===== src/rtl/fp_pkg.sv =====
`default_nettype none
// ============================================================================
//  Module      : fp_pkg
//  Description : Shared types and constants for the binary32 adder front end.
//  Revision    : 1.0
// ============================================================================
package fp_pkg;

  localparam logic [7:0] EXP_MAX = 8'hFF;
  localparam int         MANT_W  = 24;
  localparam int         WORD_W  = 32;

  typedef struct packed {
    logic        sign;
    logic [7:0]  exp;
    logic [22:0] frac;
  } fp32_t;

  typedef struct packed {
    logic isNaN;
    logic isInf;
    logic isZero;
  } fpClass_t;

  typedef enum logic [2:0] {
    IDLE   = 3'd0,
    UNPACK = 3'd1,
    ALIGN  = 3'd2,
    ADD    = 3'd3,
    DONE   = 3'd4
  } fpState_t;

  // Any of these classes skips the arithmetic datapath entirely.
  function automatic logic isSpecial(input fpClass_t cls);
    return cls.isNaN | cls.isInf | cls.isZero;
  endfunction

endpackage
`default_nettype wire


===== src/rtl/fp_classify.sv =====
`default_nettype none
// ============================================================================
//  Module      : fp_classify
//  Description : Combinational operand classifier and mantissa/exponent unpack.
//  Revision    : 1.0
// ============================================================================
module fp_classify
  import fp_pkg::*;
(
  input  fp32_t              op,
  output logic               sign,
  output fpClass_t           cls,
  output logic [WORD_W-1:0]  mant,
  output logic [7:0]         effExp
);

  logic w_expMax;
  logic w_expZero;
  logic w_fracZero;

  assign w_expMax   = (op.exp == EXP_MAX);
  assign w_expZero  = (op.exp == 8'd0);
  assign w_fracZero = (op.frac == 23'd0);

  assign sign       = op.sign;
  assign cls.isNaN  = w_expMax & ~w_fracZero;
  assign cls.isInf  = w_expMax & w_fracZero;
  assign cls.isZero = w_expZero & w_fracZero;

  // Subnormals have no hidden bit and behave as if their exponent were 1.
  assign mant   = {~w_expZero, op.frac, {(WORD_W-MANT_W){1'b0}}};
  assign effExp = w_expZero ? 8'd1 : op.exp;

endmodule
`default_nettype wire


===== src/rtl/fp_align_add.sv =====
`default_nettype none
// ============================================================================
//  Module      : fp_align_add
//  Description : binary32 adder front end: classify, swap, iterative align, add.
//  Revision    : 1.0
// ============================================================================
module fp_align_add
  import fp_pkg::*;
#(
  parameter int ALIGN_STEP = 4,
  parameter int MAX_SHIFT  = 34
) (
  input  logic        clk,
  input  logic        reset,
  input  logic        in_valid,
  output logic        in_ready,
  input  logic [31:0] a,
  input  logic [31:0] b,
  output logic        out_valid,
  input  logic        out_ready,
  output logic [31:0] A,
  output logic [31:0] B,
  output logic        signA,
  output logic        signB,
  output logic        ANaN,
  output logic        BNaN,
  output logic        Ainf,
  output logic        Binf,
  output logic        Azero,
  output logic        Bzero,
  output logic        alignedSign,
  output logic [31:0] alignedResult,
  output logic        carryOut,
  output logic [7:0]  exponentOut
);

  localparam logic [7:0] c_alignStep = 8'(ALIGN_STEP);
  localparam logic [7:0] c_maxShift  = 8'(MAX_SHIFT);

  fpState_t    r_state;
  fpState_t    w_nextState;

  fp32_t       r_a;
  fp32_t       r_b;
  logic [31:0] r_x;
  logic [31:0] r_y;
  logic        r_signX;
  logic        r_signY;
  logic [7:0]  r_remain;
  logic [7:0]  r_expOut;
  logic [31:0] r_result;
  logic        r_carry;
  logic        r_sign;
  fpClass_t    r_clsA;
  fpClass_t    r_clsB;

  logic        w_signA;
  logic        w_signB;
  fpClass_t    w_clsA;
  fpClass_t    w_clsB;
  logic [31:0] w_mantA;
  logic [31:0] w_mantB;
  logic [7:0]  w_effExpA;
  logic [7:0]  w_effExpB;

  fp_classify u_classA (
    .op     (r_a),
    .sign   (w_signA),
    .cls    (w_clsA),
    .mant   (w_mantA),
    .effExp (w_effExpA)
  );

  fp_classify u_classB (
    .op     (r_b),
    .sign   (w_signB),
    .cls    (w_clsB),
    .mant   (w_mantB),
    .effExp (w_effExpB)
  );

  // Swap so X holds the larger magnitude; a tie keeps A as X.
  logic        w_special;
  logic        w_aGeB;
  logic [31:0] w_mantX;
  logic [31:0] w_mantY;
  logic [7:0]  w_expX;
  logic [7:0]  w_expY;
  logic [7:0]  w_diff;
  logic [7:0]  w_shift;

  assign w_special = isSpecial(w_clsA) | isSpecial(w_clsB);
  assign w_aGeB    = ({r_a.exp, r_a.frac} >= {r_b.exp, r_b.frac});
  assign w_mantX   = w_aGeB ? w_mantA   : w_mantB;
  assign w_mantY   = w_aGeB ? w_mantB   : w_mantA;
  assign w_expX    = w_aGeB ? w_effExpA : w_effExpB;
  assign w_expY    = w_aGeB ? w_effExpB : w_effExpA;
  assign w_diff    = w_expX - w_expY;
  assign w_shift   = (w_diff > c_maxShift) ? c_maxShift : w_diff;

  // One alignment step; the wide shift keeps every dropped bit for the sticky.
  logic [7:0]  w_step;
  logic [95:0] w_wide;
  logic [31:0] w_alignedY;

  assign w_step     = (r_remain < c_alignStep) ? r_remain : c_alignStep;
  assign w_wide     = {r_y, 64'd0} >> w_step;
  assign w_alignedY = {w_wide[95:65], w_wide[64] | (|w_wide[63:0])};

  logic [32:0] w_sum;
  logic        w_cancel;

  assign w_sum    = (r_signX ^ r_signY) ? ({1'b0, r_x} - {1'b0, r_y})
                                        : ({1'b0, r_x} + {1'b0, r_y});
  assign w_cancel = (w_sum == 33'd0);

  always_ff @(posedge clk) begin
    if (reset) begin
      r_state <= IDLE;
    end else begin
      r_state <= w_nextState;
    end
  end

  always_comb begin
    w_nextState = r_state;
    in_ready    = 1'b0;
    out_valid   = 1'b0;
    case (r_state)
      IDLE: begin
        in_ready = 1'b1;
        if (in_valid) w_nextState = UNPACK;
      end
      UNPACK: begin
        if (w_special)              w_nextState = DONE;
        else if (w_shift != 8'd0)   w_nextState = ALIGN;
        else                        w_nextState = ADD;
      end
      ALIGN: begin
        if (r_remain <= c_alignStep) w_nextState = ADD;
      end
      ADD: begin
        w_nextState = DONE;
      end
      DONE: begin
        out_valid = 1'b1;
        if (out_ready) w_nextState = IDLE;
      end
      default: begin
        w_nextState = IDLE;
      end
    endcase
  end

  always_ff @(posedge clk) begin
    if (reset) begin
      r_a      <= '0;
      r_b      <= '0;
      r_x      <= '0;
      r_y      <= '0;
      r_signX  <= 1'b0;
      r_signY  <= 1'b0;
      r_remain <= '0;
      r_expOut <= '0;
      r_result <= '0;
      r_carry  <= 1'b0;
      r_sign   <= 1'b0;
      r_clsA   <= '0;
      r_clsB   <= '0;
    end else begin
      case (r_state)
        IDLE: begin
          if (in_valid) begin
            r_a <= fp32_t'(a);
            r_b <= fp32_t'(b);
          end
        end
        UNPACK: begin
          r_clsA <= w_clsA;
          r_clsB <= w_clsB;
          if (w_special) begin
            r_result <= '0;
            r_carry  <= 1'b0;
            r_expOut <= '0;
            r_sign   <= 1'b0;
          end else begin
            r_x      <= w_mantX;
            r_y      <= w_mantY;
            r_signX  <= w_aGeB ? w_signA : w_signB;
            r_signY  <= w_aGeB ? w_signB : w_signA;
            r_remain <= w_shift;
            r_expOut <= w_expX;
          end
        end
        ALIGN: begin
          r_y      <= w_alignedY;
          r_remain <= r_remain - w_step;
        end
        ADD: begin
          r_result <= w_sum[31:0];
          r_carry  <= (r_signX == r_signY) ? w_sum[32] : 1'b0;
          if (w_cancel) begin
            r_sign   <= 1'b0;
            r_expOut <= '0;
          end else begin
            r_sign   <= r_signX;
          end
        end
        default: begin
        end
      endcase
    end
  end

  assign A             = r_a;
  assign B             = r_b;
  assign signA         = r_a.sign;
  assign signB         = r_b.sign;
  assign ANaN          = r_clsA.isNaN;
  assign BNaN          = r_clsB.isNaN;
  assign Ainf          = r_clsA.isInf;
  assign Binf          = r_clsB.isInf;
  assign Azero         = r_clsA.isZero;
  assign Bzero         = r_clsB.isZero;
  assign alignedSign   = r_sign;
  assign alignedResult = r_result;
  assign carryOut      = r_carry;
  assign exponentOut   = r_expOut;

endmodule
`default_nettype wire


===== config.mk =====
export PLATFORM = sky130hd
export DESIGN_NAME = fp_align_add
export DESIGN_NICKNAME = d
export VERILOG_FILES = /design/src/rtl/fp_pkg.sv /design/src/rtl/fp_classify.sv /design/src/rtl/fp_align_add.sv
export SDC_FILE = /design/constraint.sdc
export NUM_CORES = 1
export LEC_CHECK = 0
export CORE_UTILIZATION = 30
export CTS_CLUSTER_SIZE = 20
export DETAILED_ROUTE_END_ITERATION = 10
export HOLD_SLACK_MARGIN = 0.1
export PLACE_DENSITY = 0.49
export SLEW_MARGIN = 25
export SYNTH_ARGS = -nofsm -noshare
export SYNTH_HDL_FRONTEND = slang
export SYNTH_HIERARCHICAL = 1
export SYNTH_SLANG_ARGS = --single-unit

===== constraint.sdc =====
create_clock -name clk -period 5.86 [get_ports clk]
set_input_delay 0.586 -clock clk [delete_from_list [all_inputs] [get_ports clk]]
set_output_delay 0.586 -clock clk [all_outputs]
set_load 0.03 [all_outputs]

==> qor.csv, run 1 <==
stage;metric;value;unit
critical_path;r2r setup slk;0.62;ns
route;detail-routed net length per standard cell;18.4;um
layout;Antenna Cells;0;
sta;RSZ-0062 raised after global routing;no;
synth;top post-synthesis cells by area;dfxtp_1 (27%), mux2i_1 (7.5%), ha_1 (6.0%);
die;Die Wd;216;um
layout;fraction of layout cells with a size suffix above 1;0.0576;
synth;Yosys reg bits;189;
placed_design;port bufs;183;
synth;Seq/Total Area, Yosys;0.275;
power;sequential power share;0.234;
global_route;GRT Residual Overflow;0;
die;die area;46800;um2
route;vias per cell;5.26;
clocking;Post-CTS Setup Bufs;0;
clocking;Reg clk slew, reported paths;0.07;ns
layout;Area growth syn-to-layout;17.4;%
power;power share of the clock group;0.164;
sta;fin crit period;5.24;ns
placed_design;DPL Wire Length;33600;um
synth;top cell type's share of synthesized area;0.275;
global_route;initial antenna violation count;0;
min_path;hold path start;alignedResult[15];
synth;post-synth top area cell;dfxtp_1;
sta;Period Utilization, post-route;0.895;
critical_path;r2r endpoint;exponentOut[7];
global_route;layer with the highest usage;met2;
critical_path;Worst EP arrival;5.59;ns
route;Post-route DRC;0;
clocking;total CTS buffers;17;
global_route;met2 usage;0.285;
synth;Post-synth top flop;dfxtp_1;
critical_path;critical path type;flop to flop;
synth;FFs w/ async S/R, synth;0;
sta;Sum Neg Setup Slack;0;ns
sta;Hold Violations, Final;0;
synth;Post-synth EDFFs;0;
synth;Synth cell types;84;
critical_path;cell count of the worst reg-to-reg path;18;
die;Top Ports;184;
sta;worst slew pin tran;0.988;ns
placed_design;worst slack at placement;0.447;ns
route;DR iter-0 viols;916;
status;status;finished clean;
clocking;Resized cells post-CTS;0;
global_route;largest net degree at the start of global routing;81;
global_route;GRT Total Usage;0.191;
layout;nets@finish;1961;
sta;Slew Viols, Final;0;
clocking;Clk Latency, worst-skew pair;0.47;ns
clocking;# H-tree levels;4;
clocking;# hold bufs at CTS;0;
route;DRT Pass-1 Iters;5;
sta;setup ws final;0.618;ns
sta;Max-slew headroom;0.341;
sta;fmax;191;MHz
die;initial core utilization;0.304;
synth;Syn Area/Cell;7.68;um2
critical_path;RR Startpoint;r_y[2];
power;leakage power;6.10;nW
power;switch share;0.492;
synth;Syn Std Cell Area;13800;um2
synth;top-count cell post-synth;nand2_1;
sta;# setup viols final;0;
power;internal power;3.91;mW
critical_path;crit start category;flop;
route;Antenna Nets Post-Route;0;
synth;Post-synth top cells;nand2_1 (210), dfxtp_1 (189), a21oi_1 (161);
min_path;worst hold path depth;2;
critical_path;CP Data Required Time;6.21;ns
global_route;first-pass GRT wire length;70900;um
critical_path;crit path max fanout;10;
min_path;Worst Hold Path EP;alignedResult[15];
global_route;vias in the first global route;12100;
route;Final Routed Wirelength;44800;um
clocking;Max clock buf depth;2;
clocking;CTS Root Cell;clkbuf_16;
power;pwr/cell area;476;nW/um2
global_route;GR Layer Usage met1;0.273;
clocking;CTS tree;done;
placed_design;GPL Wtd Cong;0.889;
critical_path;CP endpoint kind;flop;
power;Comb power frac;0.602;
power;net load switching power;3.78;mW
min_path;Hold/Removal Path Class;flop to flop;
die;die height;216;um
power;maximum VDD drop;219;uV
route;via count;12800;
power;total power;7.69;mW
global_route;GR Layer Usage met3;0.0334;
die;total core area;45300;um2
die;Row Count;78;
job;# Max-Cap Violations;0;
synth;Yosys warning count;6;
clocking;CTS Sinks;189;
sta;Post-Route Skew;0.0124;ns
layout;Fillers;4782;
synth;Post-Synthesis Cells;1793;
==> per-layer routing <==
layer	vias to the layer above	part of all wire	routed length, um
li1	6450	-	-
met4	0	0.024	1060
met2	310	0.43	19200
met1	6021	0.51	22600
met3	40	0.042	1900
met5	-	0	0
==> through the flow <==
step,utilization,cells,instance area (um2),hold slack [ns]
finish,0.357,2439,16200,0.453
global route,0.357,2439,16200,0.470
CTS,0.356,2438,16100,0.459
detailed placement,0.343,2406,15500,0.450
global placement,0.343,2406,15500,0.442
floorplan,-,1807,13800,0.470
==> cell usage in the layout, fill, tap and decap left out, drive strengths merged, types with 20 or more instances in the layout <==
cell type,synthesis,routed
mux2i,103,103
nand3,38,38
nor2,160,160
inv,57,65
a2111oi,20,20
a211oi,96,96
nor3,31,31
ha,66,66
o21ai,78,78
dfxtp,189,189
xnor2,33,33
nor4,26,26
a21oi,165,165
and2,31,31
buf,87,23
xor2,21,21
clkdlybuf4s50,0,182
nand2,210,210
nand4,25,25
==> critical path, cell delays in order (launching register included) <==
cell and delay (ns):
dfxtp_1 0.40, or3_1 0.46, or4_1 0.48, nor3_1 0.32, and3_1 0.37, nor2_1 0.09
xnor2_1 0.13, ha_1 0.45, nand4_1 0.23, or4_1 0.61, nor2_1 0.11, o21ai_0 0.15
a21boi_0 0.31, o21ai_1 0.16, nor4_4 0.28, o2111ai_2 0.20, nor2_4 0.14, buf_12 0.15
o21ai_2 0.06
==> how the worst max path moves through the flow <==
stage	from	end	slack [ns]	depth (start not counted)
after floorplan	r_y[2]	alignedSign	0.97	19
after global placement	r_y[2]	exponentOut[3]	0.53	17
after detailed placement	r_y[2]	exponentOut[3]	0.45	17
after CTS	r_y[2]	exponentOut[7]	0.42	17
after global routing	r_y[2]	exponentOut[3]	0.10	18
final	r_y[2]	exponentOut[7]	0.62	18
==> layout make-up <==
type | instances | area [um2] | area share
well taps | 600 | 751 | 0.0465
repair buffers | 205 | 2010 | 0.124
multi-input cells | 1356 | 8780 | 0.544
flip-flops and latches | 189 | 3780 | 0.234
inverters | 57 | 214 | 0.0132
clock buffers | 17 | 425 | 0.0263
clock inverters | 15 | 195 | 0.0121
==> power by group through the flow <==
stage	logic (mW)	clock network [mW]	registers (mW)
floorplan	3.47	0	1.75
global placement	4.59	0	1.82
detailed placement	4.58	0	1.82
CTS	4.61	1.30	1.79
global route	5.08	1.35	1.83
finish	4.63	1.26	1.80
==> sequential cells by signal (all words and copies together), names as in the netlist, 3 cells and up <==
name and count:
alignedResult 32, r_x 32, r_y 32, A 31, B 31, exponentOut 8
r_remain 8, r_state 3
==> cell families after synthesis <==
kind of cell,after synthesis,share of synthesized area
multiplexers,114,0.0863
adder cells (fa/ha/maj),75,0.0673
AND/OR/NAND/NOR,597,0.205
XOR/XNOR,54,0.0344
AO/OA/AOI/OAI,499,0.239
buffers and inverters,262,0.0922
flip-flops,189,0.275
other,3,0.000818
No activity file was read; power rests on OpenSTA's default activity.
==> inputs of run 2 (changes only) <==
PLACE_DENSITY = 0.53   (was 0.49)
==> run 2 against run 1 <==
Sequential share of layout area grew 0.054 points. Maximum frequency shrank 3.2%. Critical path depth shrank 1. Final area shrank 0.23%. Power shrank 0.17%. Count of clock-buffer cells in the layout grew 1. Combinational power grew 1%. Wire length grew 0.73%. First-iteration DRC count grew 17%. Via count grew 1.0%. Highest routed layer unchanged.
==> qor.csv, run 2 (synthesized netlist as in run 1, its figures left out) <==
stage;metric;value;unit;change
global_route;GRT Residual Overflow;0;;unchanged
critical_path;r2r setup slk;0.45;ns;-0.17 ns
route;DRT Pass-1 Iters;7;;+2
global_route;GR Layer Usage met1;0.275;;+0.00179
sta;Hold Violations, Final;0;;unchanged
min_path;Worst Hold Path EP;alignedResult[14];;
critical_path;Worst EP arrival;5.79;ns;+0.20 ns
job;# Max-Cap Violations;0;;unchanged
critical_path;critical path type;flop to flop;;
layout;Sequential Area;3780;um2;unchanged
sta;Hold Slack;0.327;ns;-0.126 ns
route;vias per cell;5.32;;+1.1%
die;total core area;45300;um2;unchanged
global_route;GRT Total Usage;0.193;;+0.00162
layout;Final Cell Area;16100;um2;-0.23%
placed_design;Area after DPL;15500;um2;about the same
layout;Fillers;4774;;-0.17%
global_route;GR Layer Usage met3;0.0404;;+0.00702
critical_path;CP endpoint kind;flop;;
global_route;layer with the highest usage;met2;;
sta;# setup viols final;0;;unchanged
placed_design;DPL Wire Length;33100;um;-1.6%
die;Die Wd;216;um;unchanged
sta;Sum Neg Setup Slack;0;ns;unchanged
power;internal power;3.83;mW;-1.9%
clocking;Max clock buf depth;2;;unchanged
global_route;first-pass GRT wire length;70700;um;-0.24%
route;via count;13000;;+1.0%
power;pwr/cell area;476;nW/um2;about the same
global_route;vias in the first global route;12200;;+0.98%
power;maximum VDD drop;310;uV;+41%
die;Row Count;78;;unchanged
critical_path;cell count of the worst reg-to-reg path;17;;-1
sta;Slew Viols, Final;0;;unchanged
global_route;initial antenna violation count;0;;unchanged
die;initial core utilization;0.304;;unchanged
clocking;CTS Root Cell;clkbuf_16;;
min_path;hold path start;reset;;
route;detail-routed net length per standard cell;18.5;um;+0.85%
route;Antenna Nets Post-Route;0;;unchanged
layout;nets@finish;1958;;-0.15%
sta;worst slew pin tran;0.995;ns;+0.00694 ns
sta;Post-Route Skew;0.0151;ns;+0.00264 ns
clocking;CTS tree;done;;
sta;fin crit period;5.41;ns;+0.171 ns
layout;most frequent cells in the layout;nand2_1 (209), dfxtp_1 (189), clkdlybuf4s50_1 (182);;
power;sequential power share;0.233;;about the same
layout;Area growth syn-to-layout;17.1;%;
critical_path;crit start category;flop;;
clocking;total CTS buffers;17;;unchanged
min_path;worst hold path depth;2;;unchanged
critical_path;r2r endpoint;exponentOut[3];;
route;Post-route DRC;0;;unchanged
route;DR iter-0 viols;1071;;+17%
clocking;# H-tree levels;4;;unchanged
layout;Antenna Cells;0;;unchanged
global_route;largest net degree at the start of global routing;104;;+28%
die;die area;46800;um2;unchanged
clocking;Reg clk slew, reported paths;0.08;ns;about the same
critical_path;RR Startpoint;r_y[2];;
placed_design;port bufs;183;;unchanged
power;Comb power frac;0.609;;+0.007
route;Final Routed Wirelength;45100;um;+0.73%
power;switch share;0.501;;+0.00887
layout;fraction of layout cells with a size suffix above 1;0.0566;;-0.000995
min_path;Hold/Removal Path Class;input pin to flop;;
layout;commonest non-fill, non-tap cell in the layout;nand2_1;;
sta;Max-slew headroom;0.336;;-0.00463
placed_design;GPL Wtd Cong;0.930;;+4.6%
clocking;CTS Sinks;189;;unchanged
sta;fmax;185;MHz;-3.2%
layout;Multi-input gate area;8800;um2;+0.14%
critical_path;crit path max fanout;10;;unchanged
sta;Period Utilization, post-route;0.924;;+0.0293
sta;RSZ-0062 raised after global routing;no;;
layout;final core occ;0.356;;-0.000829
global_route;met2 usage;0.275;;-0.00994
power;net load switching power;3.85;mW;+1.6%
status;status;finished clean;;
die;die height;216;um;unchanged
critical_path;CP Data Required Time;6.24;ns;+0.03 ns
clocking;# hold bufs at CTS;0;;unchanged
clocking;Clk Latency, worst-skew pair;0.50;ns;+0.03 ns
die;Top Ports;184;;unchanged
power;power share of the clock group;0.157;;-0.007
power;leakage power;6.08;nW;-0.42%
-- run 2: final cells by class --
type | instances | share of cell area
Clock buffer | 18 | 0.0272
Inverter | 57 | 0.0133
Sequential cell | 189 | 0.235
Timing Repair Buffer | 202 | 0.123
Multi-Input combinational cell | 1356 | 0.546
Tap cell | 600 | 0.0466
Clock inverter | 14 | 0.00931
-- run 2: routing by layer --
layer / wire (um) / part of all wire
met5: 0 / 0
met4: 1550 / 0.034
met3: 2280 / 0.051
met1: 22800 / 0.50
met2: 18500 / 0.41
-- run 2: repair_timing --
action,CTS,global route
setup endpoints to repair,0,9
endpoints found under the hold margin,0,0
resized for setup,0,1
buffers inserted,0,0
-- run 2: through the flow --
stage / total power, mW / cells / setup slack, ns
after floorplan: 5.22 / 1807 / 0.968
after global placement: 6.38 / 2404 / 0.477
after detailed placement: 6.41 / 2404 / 0.398
after CTS: 7.66 / 2436 / 0.367
after global routing: 8.21 / 2436 / 0.0341
final: 7.68 / 2436 / 0.446
-- run 2: worst max path at each step --
stage	from	to	slack [ns]
4_1_cts	r_y[2]	exponentOut[6]	0.37
6_report	r_y[2]	exponentOut[3]	0.45
3_5_place_dp	r_y[2]	exponentOut[3]	0.40
5_1_grt	r_y[2]	exponentOut[1]	0.03
3_3_place_gp	r_y[2]	exponentOut[7]	0.48
2_1_floorplan	r_y[2]	alignedSign	0.97
-- run 2: worst max-delay path: stages (launching register included) --
cell       delay, ns
dfxtp_1         0.40
or3_1           0.46
or4_1           0.48
nor3_1          0.38
and3_1          0.38
nor2_1          0.09
xnor2_1         0.13
ha_1            0.48
nand4_1         0.23
or4_1           0.60
nor2_1          0.12
o21ai_0         0.16
a22o_1          0.30
o21a_1          0.24
mux2i_1         0.19
o2111ai_2       0.19
nor2_4          0.36
o21ai_2         0.11
-- run 2: power groups by stage --
stage | combinational, mW | clock [mW] | sequential (mW)
3_3_place_gp | 4.58 | 0 | 1.81
3_5_place_dp | 4.60 | 0 | 1.81
2_1_floorplan | 3.47 | 0 | 1.75
4_1_cts | 4.63 | 1.25 | 1.78
6_report | 4.68 | 1.21 | 1.79
5_1_grt | 5.10 | 1.29 | 1.82
==> inputs of run 3 (changes only) <==
CTS_CLUSTER_SIZE = 10   (was 20)
GPL_TIMING_DRIVEN = 0   (was not set)
REMOVE_ABC_BUFFERS = 1   (was not set)
==> run 3 against run 2 <==
First-iteration DRC count is 27% lower. Global-route usage shrank 0.49 points. Maximum frequency decreased by 0.31%. Via count is 0.91% lower. Clock power increased by 9%. Worst setup slack got worse by 0.017 ns. Sequential power increased by 3%. Critical path type unchanged. Largest power group unchanged.
==> qor.csv, run 3 (synthesized netlist as in run 1, its figures left out) <==
stage;metric;value;unit;change
status;status;finished clean;;
route;Post-route DRC;0;;unchanged
sta;# setup viols final;0;;unchanged
placed_design;port bufs;183;;unchanged
layout;commonest non-fill, non-tap cell in the layout;nand2_1;;
critical_path;Worst EP arrival;5.79;ns;about the same
min_path;Hold/Removal Path Class;flop to flop;;
die;die area;46800;um2;unchanged
sta;worst slew pin tran;1.04;ns;+0.0448 ns
sta;Slew Viols, Final;0;;unchanged
layout;fraction of layout cells with a size suffix above 1;0.0655;;+0.00890
global_route;first-pass GRT wire length;69700;um;-1.5%
critical_path;crit path max fanout;10;;unchanged
global_route;initial antenna violation count;0;;unchanged
route;Final Routed Wirelength;44500;um;-1.3%
clocking;Max clock buf depth;2;;unchanged
die;Top Ports;184;;unchanged
die;total core area;45300;um2;unchanged
sta;Period Utilization, post-route;0.927;;+0.00287
critical_path;r2r endpoint;exponentOut[2];;
route;via count;12800;;-0.91%
placed_design;DPL Wire Length;33200;um;+0.17%
clocking;# hold bufs at CTS;0;;unchanged
sta;Hold Violations, Final;0;;unchanged
critical_path;critical path type;flop to flop;;
die;die height;216;um;unchanged
route;vias per cell;5.25;;-1.3%
route;Antenna Nets Post-Route;0;;unchanged
sta;Hold Slack;0.450;ns;+0.123 ns
job;# Max-Cap Violations;0;;unchanged
min_path;hold path start;alignedResult[7];;
layout;Antenna Cells;0;;unchanged
sta;Max-slew headroom;0.307;;-0.0299
route;DRT Pass-1 Iters;5;;-2
sta;RSZ-0062 raised after global routing;no;;
sta;Sum Neg Setup Slack;0;ns;unchanged
die;Die Wd;216;um;unchanged
layout;most frequent cells in the layout;nand2_1 (206), dfxtp_1 (188), clkdlybuf4s50_1 (182);;
sta;fin crit period;5.43;ns;+0.0168 ns
route;DR iter-0 viols;787;;-27%
route;detail-routed net length per standard cell;18.2;um;-1.7%
global_route;largest net degree at the start of global routing;110;;+5.8%
min_path;worst hold path depth;2;;unchanged
critical_path;r2r setup slk;0.43;ns;-0.02 ns
power;pwr/cell area;474;nW/um2;-0.49%
clocking;Reg clk slew, reported paths;0.07;ns;about the same
critical_path;RR Startpoint;r_y[2];;
global_route;GRT Residual Overflow;0;;unchanged
die;initial core utilization;0.304;;unchanged
clocking;# H-tree levels;4;;unchanged
power;maximum VDD drop;194;uV;-37%
sta;Post-Route Skew;0.0131;ns;-0.00194 ns
clocking;CTS tree;done;;
clocking;CTS Sinks;189;;unchanged
clocking;total CTS buffers;17;;unchanged
power;leakage power;6.22;nW;+2.4%
clocking;Clk Latency, worst-skew pair;0.47;ns;-0.03 ns
global_route;vias in the first global route;12200;;-0.34%
min_path;Worst Hold Path EP;alignedResult[7];;
layout;Area growth syn-to-layout;19.5;%;
critical_path;crit start category;flop;;
clocking;CTS Root Cell;clkbuf_16;;
layout;nets@finish;1968;;+0.51%
global_route;GRT Total Usage;0.188;;-0.00493
critical_path;CP endpoint kind;flop;;
placed_design;GPL Wtd Cong;0.898;;-3.4%
die;Row Count;78;;unchanged
critical_path;cell count of the worst reg-to-reg path;18;;+1
critical_path;CP Data Required Time;6.22;ns;-0.02 ns
sta;fmax;184;MHz;-0.31%
-- run 3: worst max-delay path, stage by stage (launching register included) --
cell,delay (ns)
dfxtp_1,0.41
or3_1,0.47
or4_1,0.49
nor3_2,0.30
and3_1,0.38
nor2_1,0.09
xnor2_1,0.15
ha_1,0.49
nand4_1,0.28
or4_1,0.62
nor2_1,0.12
o21ai_0,0.15
a22o_1,0.32
o21a_1,0.26
mux2i_1,0.19
o2111ai_2,0.19
nor2_4,0.15
buf_12,0.16
o21ai_2,0.08
-- run 3: stage by stage --
| stage | util | total power [mW] | std cells | area (um2) | worst slack (ns) |
|---|---|---|---|---|---|
| 3_5_place_dp | 0.348 | 6.44 | 2413 | 15800 | 0.0261 |
| 3_3_place_gp | 0.339 | 6.20 | 2385 | 15300 | -9.39 |
| 2_1_floorplan | - | 5.10 | 1602 | 12800 | -6.30 |
| 5_1_grt | 0.363 | 8.36 | 2446 | 16400 | 0.119 |
| 6_report | 0.363 | 7.79 | 2446 | 16400 | 0.430 |
| 4_1_cts | 0.362 | 7.81 | 2445 | 16400 | 0.0229 |
-- run 3: how the worst max path moves through the flow --
stage	start	end	slack, ns	depth (start not counted)
3_3_place_gp	B[29]	r_remain[0]	-9.39	15
5_1_grt	r_y[2]	exponentOut[2]	0.12	18
3_5_place_dp	r_y[2]	exponentOut[2]	0.03	17
6_report	r_y[2]	exponentOut[2]	0.43	18
2_1_floorplan	B[12]	r_remain[0]	-6.30	15
4_1_cts	r_y[2]	exponentOut[2]	0.02	17
-- run 3: what timing repair did --
item	in CTS	in global routing
pin swaps	0	1
setup endpoints to repair	1	9
gates resized for setup	1	1
buffers inserted	0	1
-- run 3: area by class of cell --
cell class	instances	area [um2]
repair buffers	212	2210
multi-input cells	1356	8840
flip-flops and latches	189	3780
inverters	57	214
fillers	4735	28800
well taps	600	751
clock inverters	12	203
clock buffers	20	447
-- run 3: metal layers --
layer	vias to the layer above	routed length, um	global-route usage
met4	0	650	0.0467
met1	6052	21900	0.260
met2	276	20000	0.294
li1	6465	-	-
met3	41	2020	0.0386
met5	-	0	0
-- run 3: power breakdown --
part | switching [mW] | internal, mW | leakage [nW] | total, mW
clock | 0.576 | 0.741 | 0.310 | 1.32
combinational | 2.77 | 1.87 | 4.37 | 4.64
sequential | 0.371 | 1.47 | 1.54 | 1.84
